===== config.mk =====
export PLATFORM = sky130hd
export DESIGN_NAME = alu_exec_stage
export DESIGN_NICKNAME = d
export VERILOG_FILES = /design/src/rtl/fusion_alu_pkg.sv /design/src/rtl/alu_ops.sv /design/src/rtl/not_32.sv /design/src/rtl/alu_exec_stage.sv
export SDC_FILE = /design/constraint.sdc
export NUM_CORES = 1
export LEC_CHECK = 0
export ABC_AREA = 1
export CORE_UTILIZATION = 35
export CTS_BUF_LIST = sky130_fd_sc_hd__clkbuf_2 sky130_fd_sc_hd__clkbuf_4 sky130_fd_sc_hd__clkbuf_8
export DETAILED_ROUTE_END_ITERATION = 8
export GPL_TIMING_DRIVEN = 0
export SLEW_MARGIN = 20
export SYNTH_ARGS = -nofsm -noshare
export SYNTH_HDL_FRONTEND = slang
export SYNTH_HIERARCHICAL = 1
export SYNTH_SLANG_ARGS = --single-unit
export TNS_END_PERCENT = 10

===== constraint.sdc =====
create_clock -name clk -period 5.8 [get_ports clk]
set_input_delay 0.58 -clock clk [delete_from_list [all_inputs] [get_ports clk]]
set_output_delay 0.58 -clock clk [all_outputs]
set_load 0.005 [all_outputs]

===== src/rtl/fusion_alu_pkg.sv =====
// Fusion ALU shared types.
// Opcodes, width and result bundle.
package fusion_alu_pkg;

  localparam int XLEN = 32;

  typedef enum logic [3:0] {
    OP_ADD   = 4'd0,
    OP_SUB   = 4'd1,
    OP_AND   = 4'd2,
    OP_OR    = 4'd3,
    OP_XOR   = 4'd4,
    OP_NOT   = 4'd5,
    OP_SLL   = 4'd6,
    OP_SRL   = 4'd7,
    OP_SRA   = 4'd8,
    OP_SLT   = 4'd9,
    OP_SLTU  = 4'd10,
    OP_PASSB = 4'd11
  } alu_op_t;

  typedef struct packed {
    logic [XLEN-1:0] result;
    logic            zero;
    logic            carry;
    logic            ovf;
    logic            illegal;
  } alu_res_t;

endpackage


===== src/rtl/alu_ops.sv =====
// Fusion ALU datapath.
// Combinational result and flags.
module alu_ops
  import fusion_alu_pkg::*;
(
  input  logic [3:0]      op,
  input  logic [XLEN-1:0] a,
  input  logic [XLEN-1:0] b,
  output alu_res_t        res
);

  logic [XLEN:0]   sum;
  logic [XLEN:0]   dif;
  logic [XLEN-1:0] inv;
  logic [4:0]      sh;
  logic [XLEN-1:0] r;
  logic            c;
  logic            v;
  logic            ill;

  assign sum = {1'b0, a} + {1'b0, b};
  assign dif = {1'b0, a} - {1'b0, b};
  assign sh  = b[4:0];

  not_32 u_not (
    .a (a),
    .y (inv)
  );

  // Opcode decode: result, carry, overflow.
  always_comb begin
    r   = '0;
    c   = 1'b0;
    v   = 1'b0;
    ill = 1'b0;
    unique case (1'b1)
      (op == OP_ADD): begin
        r = sum[XLEN-1:0];
        c = sum[XLEN];
        v = (a[31] == b[31]) &&
            (r[31] != a[31]);
      end
      (op == OP_SUB): begin
        r = dif[XLEN-1:0];
        c = !dif[XLEN];
        v = (a[31] != b[31]) &&
            (r[31] != a[31]);
      end
      (op == OP_AND):   r = a & b;
      (op == OP_OR):    r = a | b;
      (op == OP_XOR):   r = a ^ b;
      (op == OP_NOT):   r = inv;
      (op == OP_SLL):   r = a << sh;
      (op == OP_SRL):   r = a >> sh;
      (op == OP_SRA):
        r = $unsigned($signed(a) >>> sh);
      (op == OP_SLT):
        r = {31'd0,
             $signed(a) < $signed(b)};
      (op == OP_SLTU):
        r = {31'd0, a < b};
      (op == OP_PASSB): r = b;
      default:          ill = 1'b1;
    endcase
  end

  // Pack bundle; zero is on final result.
  always_comb begin
    res.result  = r;
    res.zero    = (r == '0);
    res.carry   = c;
    res.ovf     = v;
    res.illegal = ill;
  end

endmodule


===== src/rtl/not_32.sv =====
// Fusion ALUOP unit: bitwise inverse.
// Purely combinational.
module not_32 (
  input  logic [31:0] a,
  output logic [31:0] y
);

  assign y = ~a;

endmodule


===== src/rtl/alu_exec_stage.sv =====
// Fusion execute stage.
// ALU with main + skid output regs.
module alu_exec_stage
  import fusion_alu_pkg::*;
#(
  parameter int TAGW = 5
) (
  input  logic            clk,
  input  logic            rst,
  input  logic            in_valid,
  output logic            in_ready,
  input  logic [3:0]      in_op,
  input  logic [XLEN-1:0] in_a,
  input  logic [XLEN-1:0] in_b,
  input  logic [TAGW-1:0] in_tag,
  output logic            out_valid,
  input  logic            out_ready,
  output logic [XLEN-1:0] out_result,
  output logic [TAGW-1:0] out_tag,
  output logic            out_zero,
  output logic            out_carry,
  output logic            out_ovf,
  output logic            out_illegal
);

  alu_res_t        res;
  alu_res_t        main_res_q, main_res_d;
  alu_res_t        skid_res_q, skid_res_d;
  logic [TAGW-1:0] main_tag_q, main_tag_d;
  logic [TAGW-1:0] skid_tag_q, skid_tag_d;
  logic            main_v_q, main_v_d;
  logic            skid_v_q, skid_v_d;
  logic            in_ready_q, in_ready_d;
  logic            acc;
  logic            drain;

  alu_ops u_ops (
    .op  (in_op),
    .a   (in_a),
    .b   (in_b),
    .res (res)
  );

  assign acc   = in_valid && in_ready_q;
  assign drain = main_v_q && out_ready;

  // Steer accepts/drains between main and skid.
  always_comb begin
    main_v_d   = main_v_q;
    main_res_d = main_res_q;
    main_tag_d = main_tag_q;
    skid_v_d   = skid_v_q;
    skid_res_d = skid_res_q;
    skid_tag_d = skid_tag_q;
    if (drain && skid_v_q) begin
      main_v_d   = 1'b1;
      main_res_d = skid_res_q;
      main_tag_d = skid_tag_q;
      skid_v_d   = 1'b0;
    end else if (!main_v_q || drain) begin
      main_v_d = acc;
      if (acc) begin
        main_res_d = res;
        main_tag_d = in_tag;
      end
    end else if (acc) begin
      skid_v_d   = 1'b1;
      skid_res_d = res;
      skid_tag_d = in_tag;
    end
    in_ready_d = !skid_v_d;
  end

  // State registers, synchronous reset.
  always_ff @(posedge clk) begin
    if (rst) begin
      main_v_q   <= 1'b0;
      main_res_q <= '0;
      main_tag_q <= '0;
      skid_v_q   <= 1'b0;
      skid_res_q <= '0;
      skid_tag_q <= '0;
      in_ready_q <= 1'b1;
    end else begin
      main_v_q   <= main_v_d;
      main_res_q <= main_res_d;
      main_tag_q <= main_tag_d;
      skid_v_q   <= skid_v_d;
      skid_res_q <= skid_res_d;
      skid_tag_q <= skid_tag_d;
      in_ready_q <= in_ready_d;
    end
  end

  assign in_ready    = in_ready_q;
  assign out_valid   = main_v_q;
  assign out_result  = main_res_q.result;
  assign out_tag     = main_tag_q;
  assign out_zero    = main_res_q.zero;
  assign out_carry   = main_res_q.carry;
  assign out_ovf     = main_res_q.ovf;
  assign out_illegal = main_res_q.illegal;

endmodule


==> flow_summary.json, run 1 <==
{
  "worstHoldPathType": "reg -> reg",
  "crit_path_end_kind": "flip-flop",
  "drive_gt1_share_pct": 4.477,
  "grt-ovfl-total": 0,
  "synth.distinct_cells": 43,
  "max_freq_mhz": 195.3,
  "p_per_area_nw_per_um2": 153.9,
  "cts_resized": 0,
  "slew_headroom_pct": 38.08,
  "crit_arrival_ns": 5.41,
  "die_w_um": 209.0,
  "netlist_instances": 2992,
  "setup_tns_ns": 0,
  "total_power_mw": 2.639,
  "cap_violations": 0,
  "finish.net_count": 3300,
  "cts.sinks": 85,
  "cts_tree": "built",
  "area_delta_synth_final_pct": 14.24,
  "setup_viol": 0,
  "dr.pass1.iters": 8,
  "final_core_util_pct": 40.68,
  "startpoint": "in_b[4]",
  "cp_max_fo": 11,
  "ir_worst_vdd_v": 0.0001324,
  "drt_iter0_drc": 2505,
  "clkLatencyLatePin_ns": 0.38,
  "cpMostUsedCell": "nand2_1",
  "multiInputGateArea_um2": 10920,
  "worstPathRequired_ns": 6.09,
  "initial_core_util_pct": 35.61,
  "yosysSeqAreaShare_pct": 11.34,
  "synthesis.area_um2": 15000,
  "grt_pass1_wl_um": 115400,
  "diodes": 0,
  "period_minus_slack_ns": 5.121,
  "cpMaxStageDelayCell": "clkdlybuf4s50_1",
  "die_height_um": 209.0,
  "cp_num_buf_inv": 5,
  "die_area_um2": 43700,
  "htreeDepth": 3,
  "io_pins": 120,
  "synth_ff_type": "dfxtp_1",
  "finalCritPeriodShare_pct": 88.30,
  "cts_buffers": 9,
  "cts-root-buf": "clkbuf_8",
  "status": "finished clean",
  "rsz0062_at_grt": "no",
  "grtUsageTotal_pct": 35.22,
  "avgSynthCellArea_um2": 5.014,
  "yosysWarnings": 6,
  "timing.hold.ws_ns": 0.5134,
  "grt_max_degree": 15,
  "grt_pass1_vias": 18660,
  "r2r-start": "out_valid",
  "route.detailed.drc": 0,
  "tightestPinTransition_ns": 0.9288,
  "start_kind": "input port",
  "syn_nets": 3170,
  "p_leak_nw": 9.596,
  "postSynth.asyncResetShare_pct": 0,
  "postCtsHoldBufs": 0,
  "antenna_left": 0,
  "cts_setup_buffers": 0,
  "critPathMaxStageDelay_ns": 0.72,
  "hp-start": "skid_res_q[6]",
  "vias": 20160,
  "num_rows": 75,
  "hpwl_um": 64620,
  "via_per_inst": 5.499,
  "ctsLongestPathBuffers": 2,
  "path_clk_slew_ns": 0.09,
  "wl_per_cell_um": 21.13,
  "maxSlewViolCount": 0,
  "synth_edf_count": 0,
  "critPathKind": "in -> reg",
  "finalHoldViolations": 0,
  "io_buffers": 119,
  "regArea_um2": 1702,
  "ys_ff_latch": 85,
  "n_fill_cell": 4899,
  "path_delay_family": "simple AND/OR/NAND/NOR gates",
  "gp_congestion": 1.071,
  "clock_skew_ns": 0.008684,
  "core_um2": 42130,
  "drt_wl_total_um": 77460,
  "antenna_found_initial": 0
}
metal layers:
metal / wire length [um] / track usage [%] / up-vias
met5: 0 / 0 / -
met4: 4223 / 17.57 / 0
met3: 7159 / 5.515 / 193
met2: 33320 / 55.06 / 1113
met1: 32760 / 46.83 / 9205
li1: - / - / 9647
path summary, 6_finish.rpt:
check,endpoint,slack [ns],cells after the start
worst min-delay path,skid_res_q[6],0.51,2
worst min register to register,skid_res_q[6],0.51,2
worst max-delay path,out_zero,0.68,25
worst max register to register,skid_res_q[24],4.23,5
per-stage QoR:
step | cells | setup WS, ns | instance area, um^2
after global placement | 3650 | 0.4389 | 16870
final | 3666 | 0.6786 | 17140
after global routing | 3666 | 0.4437 | 17140
after floorplan | 2992 | 2.640 | 15000
after detailed placement | 3650 | 0.4710 | 16870
after CTS | 3666 | 0.8624 | 17140
cell usage in the layout, fill, tap and decap left out, types with 15 or more instances in the layout:
master,count
nand2_1,1053
nand3_1,463
inv_1,418
nor2_1,385
clkdlybuf4s50_1,119
ha_1,99
o21ai_0,93
dfxtp_1,85
a21oi_1,69
buf_2,64
clkbuf_1,43
nand4_1,33
nor3_1,22
o211ai_1,18
o22ai_1,18
o21ai_1,16
and2_1,15
sequential cells by signal (all words and copies together) (netlist names):
| register | cells |
|---|---|
| in_ready | 1 |
| out_carry | 1 |
| out_illegal | 1 |
| out_ovf | 1 |
| out_result | 32 |
| out_tag | 5 |
| out_valid | 1 |
| out_zero | 1 |
| skid_res_q | 36 |
| skid_tag_q | 5 |
| skid_v_q | 1 |
logic make-up after synthesis:
group | after synthesis | share of synthesized area, %
simple gates | 1995 | 55.22
buf+inv | 571 | 15.90
compound gates | 238 | 8.898
fa+ha+maj | 101 | 8.523
flops | 85 | 11.34
xor+xnor | 2 | 0.1168
layout make-up:
type,instances,share of cell area [%]
multi-input combinational,2336,63.69
sequential,85,9.928
inverter,430,9.431
timing repair buffer,119,6.949
buffer,141,4.482
tap,539,3.935
clock buffer,10,0.8030
clock inverter,6,0.7811
power breakdown:
part	internal, mW	switching [mW]	total (mW)
combinational	0.436	0.993	1.43
clock	0.341	0.226	0.567
sequential	0.623	0.0190	0.642
total	1.40	1.24	2.64
worst min-delay path: cells and delay by family, from the launching register on:
kind / cells / cell delay, ns
and+or+nand+nor: 1 / 0.08
AOI/OAI and AO/OA: 1 / 0.07
DFF: 1 / 0.34
Yosys cell counts (2+ instances only):
master / instances / area [um^2]
o21bai_1: 7 / 52.55
nand2_2: 8 / 50.05
inv_2: 9 / 33.78
o221ai_1: 5 / 43.79
dfxtp_1: 85 / 1702
clkinv_1: 2 / 7.510
a211oi_1: 3 / 22.52
buf_4: 14 / 105.1
o22ai_1: 18 / 112.6
inv_1: 418 / 1569
buf_2: 64 / 320.3
buf_6: 14 / 157.7
nand3_1: 463 / 2317
xor2_1: 2 / 17.52
or2_2: 2 / 12.51
nand4_1: 33 / 206.5
clkbuf_1: 43 / 161.4
nand2_1: 1053 / 3953
fa_1: 2 / 40.04
o21ai_0: 93 / 465.5
nand3b_1: 2 / 15.01
nor4_1: 2 / 12.51
o2111ai_1: 3 / 26.28
o211ai_1: 18 / 135.1
nor3_1: 22 / 110.1
buf_1: 5 / 18.77
ha_1: 99 / 1239
nor2_2: 7 / 43.79
and2_1: 15 / 93.84
nor2_1: 385 / 1445
o21ai_1: 16 / 80.08
a21oi_1: 69 / 345.3
Power figures use the tool's default switching activity.
==> run 2, diff against run 1 <==
Settings changed: SLEW_MARGIN 20 to 5.
==> results of run 2 <==
The final DEF is identical to that of run 1; final timing and power are the same.
==> run 3, diff against run 2 <==
Settings changed: ABC_AREA 1 to not set.
==> flow_summary.json, run 3 <==
{
  "status": "finished clean",
  "dr.pass1.iters": 6,
  "internal_power_mw": 1.407,
  "synthesis.area_um2": 13880,
  "worstHoldPathType": "reg -> reg",
  "initial_core_util_pct": 35.67,
  "grt_max_degree": 15,
  "antenna_found_initial": 2,
  "total_power_mw": 2.623,
  "instances_no_fill": 2586,
  "core_um2": 38920,
  "power.switching_mw": 1.215,
  "crit_path_end_kind": "flip-flop",
  "start_kind": "input port",
  "p_leak_nw": 6.336,
  "netSwitchingFraction_pct": 46.34,
  "postSynth.asyncResetShare_pct": 0,
  "synth_ff_type": "dfxtp_1",
  "clock_skew_ns": 0.01175,
  "largest_reg_flops": 36,
  "path_clk_slew_ns": 0.08,
  "num_rows": 72,
  "drt_wl_total_um": 77300,
  "yosysMostFrequentCell": "nand2_1",
  "maxSlewViolCount": 0,
  "die_height_um": 201.2,
  "p_comb_share_pct": 57.5,
  "mostFrequentLayoutCell": "nand2_1",
  "wl_per_cell_um": 29.89,
  "syn_nets": 2104,
  "finish.net_count": 2240,
  "crit_arrival_ns": 6.05,
  "netlist_instances": 1926,
  "gp_congestion": 1.043,
  "ctsLongestPathBuffers": 2,
  "p_per_area_nw_per_um2": 161.2,
  "io_pins": 120,
  "synth_edf_count": 0,
  "crit_chain": "clkdlybuf4s50_1, buf_2, buf_2, nor4b_2, clkbuf_1, buf_1, nand2_1, nand3_1, a21oi_1, nand2_1, o21ai_0, o311ai_0, o21ai_0, nand2_1, nor3_1, and4_4, nand2_1, a311oi_2",
  "rsz0062_at_grt": "no",
  "synth_commonest_cells": "nand2_1, a21oi_1, nor2_1, inv_1, ha_1",
  "mostFrequentLayoutCells": "nand2_1, a21oi_1, nor2_1",
  "synth_top_area_cell": "dfxtp_1",
  "worstPathRequired_ns": 6.08,
  "cp_max_fo": 10,
  "setup_viol": 0,
  "ys_ff_latch": 85,
  "cpMostUsedCell": "nand2_1",
  "io_buffers": 115,
  "grt_pass1_wl_um": 110900,
  "n_fill_cell": 4147,
  "grt_pass1_vias": 15690,
  "finalCritPeriodShare_pct": 99.43,
  "htreeDepth": 3,
  "antenna_left": 0,
  "setup_tns_ns": 0,
  "placed_cells": 2561,
  "vias": 17030,
  "postCtsHoldBufs": 0,
  "clkLatencyLatePin_ns": 0.37,
  "synthTopCellsByArea": "dfxtp_1, ha_1, nand2_1",
  "avgSynthCellArea_um2": 7.208,
  "synth.distinct_cells": 97,
  "final_core_util_pct": 41.79,
  "route.detailed.drc": 0,
  "drive_gt1_share_pct": 12.53,
  "period_minus_slack_ns": 5.767,
  "cts.sinks": 85,
  "via_per_inst": 6.584,
  "finalHoldViolations": 0,
  "critPathMaxStageDelay_ns": 0.65,
  "path_delay_family": "buffers and inverters",
  "top_register": "skid_res_q",
  "finish.instance_area_um2": 16260,
  "max_freq_mhz": 173.4,
  "die_area_um2": 40460,
  "yosysSeqAreaShare_pct": 12.26,
  "cpMaxStageDelayCell": "o21ai_0",
  "hpwl_um": 62040,
  "grt-ovfl-total": 0,
  "ir_worst_vdd_v": 0.0001071,
  "die_w_um": 201.2,
  "yosysWarnings": 6,
  "cts_buffers": 9,
  "slew_headroom_pct": 4.598,
  "p_clk_share_pct": 18.1,
  "area_delta_synth_final_pct": 17.16,
  "seqPwrFrac_pct": 24.4,
  "drt_iter0_drc": 2040,
  "cap_violations": 0,
  "cts-root-buf": "clkbuf_8",
  "critPathKind": "in -> reg",
  "cts_tree": "built",
  "postPlaceCellArea_um2": 15730,
  "grtUsageTotal_pct": 37.04,
  "tightestPinTransition_ns": 1.422,
  "cp_num_buf_inv": 5,
  "yosysTopAreaCellShare_pct": 12.26
}
run 3: power groups by stage:
stage	registers, mW	clock network, mW	logic (mW)
floorplan	0.654	0	0.820
global placement	0.652	0	1.41
detailed placement	0.654	0	1.40
CTS	0.640	0.481	1.43
global route	0.645	0.507	1.57
finish	0.640	0.474	1.51
run 3: path summary, 6_finish.rpt:
path                                     start              to  slack, ns  cells past startpoint
worst min-delay path            skid_res_q[10]  skid_res_q[10]       0.46                      2
worst min register to register  skid_res_q[10]  skid_res_q[10]       0.46                      2
worst max-delay path                  in_op[3]        out_zero       0.03                     18
worst max register to register       out_valid   out_result[4]       4.17                      5
run 3: per-layer routing:
metal | global-route usage, % | wire length, um
met1 | 49.32 | 31530
met2 | 57.55 | 33280
met3 | 6.770 | 8223
met4 | 17.64 | 4264
met5 | 0 | 0
run 3: timing repair:
item                                    CTS  global route
pin swaps                                 4             8
resized for setup                        44            26
setup buffers                             5             5
gates cloned                              0             0
endpoints found under the setup margin   48             2
run 3: layout make-up:
cell class	count	area, um^2	area share, %
Antenna cell	1	2.502	0.01539
Clock buffer	11	145.1	0.8924
Tap cell	518	648.1	3.985
Timing Repair Buffer	127	1229	7.554
Inverter	137	521.8	3.208
Multi-Input combinational cell	1540	11090	68.17
Buffer	162	845.8	5.200
Clock inverter	5	83.83	0.5154
Sequential cell	85	1702	10.46
run 3: through the flow:
stage | hold slack, ns | setup slack [ns]
6_report | 0.4599 | 0.03302
5_1_grt | 0.4804 | 0.003745
4_1_cts | 0.4594 | 0.01783
3_3_place_gp | 0.4421 | -2.907
3_5_place_dp | 0.4481 | -2.807
2_1_floorplan | 0.4366 | 0.6506
run 3: logic make-up (layout without fill, tap and decap cells):
family                     count (synthesis)  count (layout)  share of synthesized area, %
muxes                                    113             113                         11.75
other                                      0               1                             0
xor gates and xnor gates                   8               8                        0.5048
buffers and inverters                    301             442                         9.500
DFF                                       85              85                         12.26
AOI/OAI and AO/OA                        679             679                         35.94
and+or+nand+nor                          639             639                         20.84
adders and majority gates                101             101                         9.211
run 3: worst register-to-register path, stage by stage (launching register included):
cell and delay, ns:
dfxtp_1 0.49, a22o_1 0.35, and2_1 0.16, buf_2 0.19, buf_6 0.19, a311oi_2 0.11
